File: config.mk
export PLATFORM = sky130hd
export DESIGN_NAME = asymmetric_fifo_ctrl
export DESIGN_NICKNAME = d
export VERILOG_FILES = /design/src/rtl/asymmetric_fifo_ctrl.sv
export SDC_FILE = /design/constraint.sdc
export NUM_CORES = 1
export LEC_CHECK = 0
export CAP_MARGIN = 20
export CORE_MARGIN = 5
export CORE_UTILIZATION = 46
export CTS_CLUSTER_DIAMETER = 80
export CTS_CLUSTER_SIZE = 8
export DETAILED_ROUTE_END_ITERATION = 7
export PLACE_DENSITY = 0.79
export SETUP_SLACK_MARGIN = 0.4
export SLEW_MARGIN = 20
export SYNTH_ARGS = -nofsm -noshare
export SYNTH_HDL_FRONTEND = slang
export SYNTH_SLANG_ARGS = --single-unit
File: constraint.sdc
create_clock -name clk -period 4 [get_ports clk]
set_clock_uncertainty 0.1 [all_clocks]
set_input_delay 0.4 -clock clk [delete_from_list [all_inputs] [get_ports clk]]
set_output_delay 0.4 -clock clk [all_outputs]
set_load 0.1 [all_outputs]
File: src/rtl/asymmetric_fifo_ctrl.sv
// Wide-in / narrow-out FIFO control around an asymmetric RAM.
// ASYM_FIFO_OVERFLOW_FLAG_EN adds a sticky overflow output.
module asymmetric_fifo_ctrl #(
  parameter int WIDTH_IN     = 64,
  parameter int WIDTH_OUT    = 8,
  parameter int DEPTH_IN     = 32,
  parameter int ADDR_A_WIDTH = $clog2(DEPTH_IN),
  parameter int ADDR_B_WIDTH =
    $clog2(DEPTH_IN * (WIDTH_IN / WIDTH_OUT))
) (
  input  logic                    clk,
  input  logic                    rst_n,
  input  logic                    push,
  output logic                    full,
  output logic                    ram_we,
  output logic [ADDR_A_WIDTH-1:0] ram_addr_a,
  output logic [ADDR_B_WIDTH-1:0] ram_addr_b,
  input  logic [WIDTH_OUT-1:0]    ram_out,
  output logic [WIDTH_OUT-1:0]    out_data,
  output logic                    out_valid,
  input  logic                    out_ready,
  output logic [ADDR_A_WIDTH:0]   word_count
`ifdef ASYM_FIFO_OVERFLOW_FLAG_EN
  ,
  output logic                    overflow
`endif
);

  localparam int RATIO  = WIDTH_IN / WIDTH_OUT;
  localparam int LANE_W = (RATIO > 1) ? $clog2(RATIO) : 1;

  logic [ADDR_A_WIDTH-1:0] wr_ptr_q, wr_ptr_d;
  logic [ADDR_B_WIDTH-1:0] rd_ptr_q, rd_ptr_d;
  logic [ADDR_A_WIDTH:0]   cnt_q, cnt_d;
  logic [WIDTH_OUT-1:0]    data_q, data_d;
  logic                    valid_q, valid_d;
  logic                    load;
  logic                    retire;
  logic                    last_lane;

  generate
    if (RATIO == 1) begin : g_r1
      assign last_lane = 1'b1;
    end else begin : g_rn
      assign last_lane = &rd_ptr_q[LANE_W-1:0];
    end
  endgenerate

  assign full   = (cnt_q == (ADDR_A_WIDTH+1)'(DEPTH_IN));
  assign ram_we = push & ~full;
  assign load   = (cnt_q != '0)
                & (~valid_q | out_ready);
  assign retire = load & last_lane;

  always_comb begin
    wr_ptr_d = wr_ptr_q;
    rd_ptr_d = rd_ptr_q;
    cnt_d    = cnt_q;
    data_d   = data_q;
    valid_d  = valid_q;
    if (ram_we)
      wr_ptr_d = wr_ptr_q + ADDR_A_WIDTH'(1);
    if (load) begin
      rd_ptr_d = rd_ptr_q + ADDR_B_WIDTH'(1);
      data_d   = ram_out;
      valid_d  = 1'b1;
    end else if (out_ready) begin
      valid_d  = 1'b0;
    end
    unique case (1'b1)
      (ram_we & ~retire):
        cnt_d = cnt_q + (ADDR_A_WIDTH+1)'(1);
      (retire & ~ram_we):
        cnt_d = cnt_q - (ADDR_A_WIDTH+1)'(1);
      default: cnt_d = cnt_q;
    endcase
  end

  always_ff @(posedge clk or negedge rst_n) begin
    if (!rst_n) begin
      wr_ptr_q <= '0;
      rd_ptr_q <= '0;
      cnt_q    <= '0;
      data_q   <= '0;
      valid_q  <= 1'b0;
    end else begin
      wr_ptr_q <= wr_ptr_d;
      rd_ptr_q <= rd_ptr_d;
      cnt_q    <= cnt_d;
      data_q   <= data_d;
      valid_q  <= valid_d;
    end
  end

`ifdef ASYM_FIFO_OVERFLOW_FLAG_EN
  logic ovf_q, ovf_d;

  assign ovf_d = ovf_q | (push & full);

  always_ff @(posedge clk or negedge rst_n) begin
    if (!rst_n) ovf_q <= 1'b0;
    else        ovf_q <= ovf_d;
  end

  assign overflow = ovf_q;
`endif

  assign ram_addr_a = wr_ptr_q;
  assign ram_addr_b = rd_ptr_q;
  assign out_data   = data_q;
  assign out_valid  = valid_q;
  assign word_count = cnt_q;

endmodule
==> results.md <==
- H-tree Lvls: 1
- Setup TNS: 0 ns
- DR vias/cell: 5.238
- Core Area: 2978 sq um
- RSZ-0062 raised after global routing: false
- First-pass GRT wire length: 4995 microns
- Hold buffer count at CTS: 0
- Die H: 64.90 microns
- Ports: 42
- Final setup violating endpoints: 0
- Num rows: 20
- Vias in the first global route: 1008
- Hold crit path type: in -> async
- Status: finished, final reports clean
- Overflow after GRT: 0
- Final GP Congestion: 0.8066
- EDFF count, synth: 0
- Clk pin slew, worst setup/hold paths: 0.15 ns
- # nets final: 182
- Post-synth top cells: 28 x dfrtp_1, 11 x xnor2_1, 10 x mux2_2, 8 x ha_1, 7 x inv_1
- Crit start category: register
- Number of synthesized register bits: 28
- Max_cap viols: 0
- Worst skew pair latency: 0.33 ns
- # DRC: 0
- Mapped Nets: 137
- All-Layer GR Usage: 15.26%
- Iteration count of the initial detailed-routing pass: 4
- Synth area leader: dfrtp_1
- Inserted Clock Buffers: 3
- CP Class: reg -> reg
- Mapped Cells: 116
- Post-CTS setup buffers: 0
- Main flop type after synthesis: dfrtp_1
- Min Clock Period, post-route: 3.125 ns
- Port buffer count: 41
- CTS resizes: 0
- Fmax: 320.0 MHz
- # placed instances: 189
- Final Max Tran Viols: 0
- FF-to-FF path depth: 9
- N_diodes: 0
- Starting Density: 46.55%
- Antenna Nets Post-Route: 0
- Die X-Extent: 64.90 microns
- CTS Buffer Depth: 2
- Largest fanout on the critical path: 8
- DRT iter0 DRCs: 28
- Most common cell in the netlist: dfrtp_1
- Async SR Flop Fraction: 100.0%
- Initial antenna violation count: 0
- Worst Setup End Kind: register
- Die area: 4211 sq um
- Final Cycle Share: 78.13%
- CTS tree: done
- Fraction of layout cells with a size suffix above 1: 14.37%
- Worst-margin pin slew: 0.9874 ns
- Fill cell count: 242
- Synth cell types: 34
- Non-Filler Instances: 193
- Top cell type's share of synthesized area: 50.54%
- CTS Sinks: 28
- Syn. warnings: 0
- Post-layout util: 63.32%
- WL final: 2858 microns
- Mean Syn Cell Area: 11.95 sq um
- Final Hold Viols: 0
- Arr. time, crit path: 3.24 ns
- Fin Hold WS: 0.3273 ns
- Synth Cell Area: 1386 sq um
- Area grow syn2layout: 36.01%
- Root Buffer: clkbuf_4
- Worst endpoint required time: 4.12 ns
- Ranking of synthesized cells by area: dfrtp_1 51%, mux2_2 8.1%, ha_1 7.2%
- Avg WL per Cell: 14.81 microns
- Largest net degree at the start of global routing: 29
- Detail Placement HPWL: 2206 microns
- Slew HR: 33.97%
- Seq/Total Area, Yosys: 50.54%
- Via count: 1011
flip-flops by register name, indices dropped and copies added, names as in the netlist:
name        flops
word_count      6
ram_addr_a      5
out_data        8
ram_addr_b      8
out_valid       1
layout by cell type, fill, tap and decap left out, drive strengths merged, types with 2 or more instances in the layout:
| master | n |
|---|---|
| nor2b | 2 |
| inv | 7 |
| nand3 | 2 |
| dfrtp | 28 |
| o21ai | 5 |
| ha | 8 |
| buf | 4 |
| clkbuf | 3 |
| nand4 | 5 |
| xor2 | 3 |
| mux2 | 11 |
| a21oi | 2 |
| clkdlybuf4s50 | 39 |
| nand2 | 6 |
| xnor2 | 11 |
| nor2 | 4 |
| nand2b | 3 |
critical path, cell delays in order (launching register included):
cell and delay (ns):
dfrtp_1 0.48, or4_4 0.55, o31a_1 0.36, inv_1 0.09, ha_1 0.30, ha_1 0.30
a21o_2 0.21, a21oi_1 0.25, o311ai_0 0.21, xnor2_1 0.16
kinds of logic (layout without fill, tap and decap cells):
family | after synthesis | after routing | share of synthesized area [%]
xor gates and xnor gates | 14 | 14 | 8.845
adders and majority gates | 9 | 9 | 8.665
and+or+nand+nor | 28 | 28 | 11.01
buffers and inverters | 10 | 54 | 3.339
AOI/OAI and AO/OA | 15 | 15 | 7.672
DFF | 28 | 28 | 50.54
muxes | 12 | 12 | 9.928
final cells by class:
cell class              instances  area (sq um)  share of cell area, %
multi-input cells              78         644.4                  34.17
well taps                      33         41.29                  2.190
clock buffers                   3         22.52                  1.194
flip-flops and latches         28         700.7                  37.16
repair buffers                 43         420.4                  22.30
clock inverters                 1         30.03                  1.593
inverters                       7         26.28                  1.393
stage by stage:
stage | worst slack [ns] | instance area (sq um)
2_1_floorplan | 0.5535 | 1391
3_3_place_gp | 1.057 | 1833
3_5_place_dp | 0.9294 | 1833
4_1_cts | 0.8998 | 1886
5_1_grt | 0.7545 | 1886
6_report | 0.8748 | 1886
path summary, 6_finish.rpt:
check | start | endpoint | slack (ns)
min | rst_n | out_data[6] | 0.33
max reg2reg | word_count[0] | word_count[5] | 0.87
min reg2reg | ram_addr_b[7] | ram_addr_b[7] | 0.38
max in group asynchronous | rst_n | word_count[0] | 3.20
min in group clk | ram_addr_b[7] | ram_addr_b[7] | 0.38
max | word_count[0] | word_count[5] | 0.87
per-layer routing:
metal | wire length, microns | vias to the layer above | track usage, %
met1 | 1205 | 482 | 18.61
met2 | 1451 | 26 | 25.80
met5 | 0 | - | 0
met4 | 40 | 0 | 6.332
met3 | 160 | 4 | 3.466
li1 | - | 499 | -
Power is not shown: default switching activity piles up to over one toggle a cycle in this logic, so the estimate is an artifact.
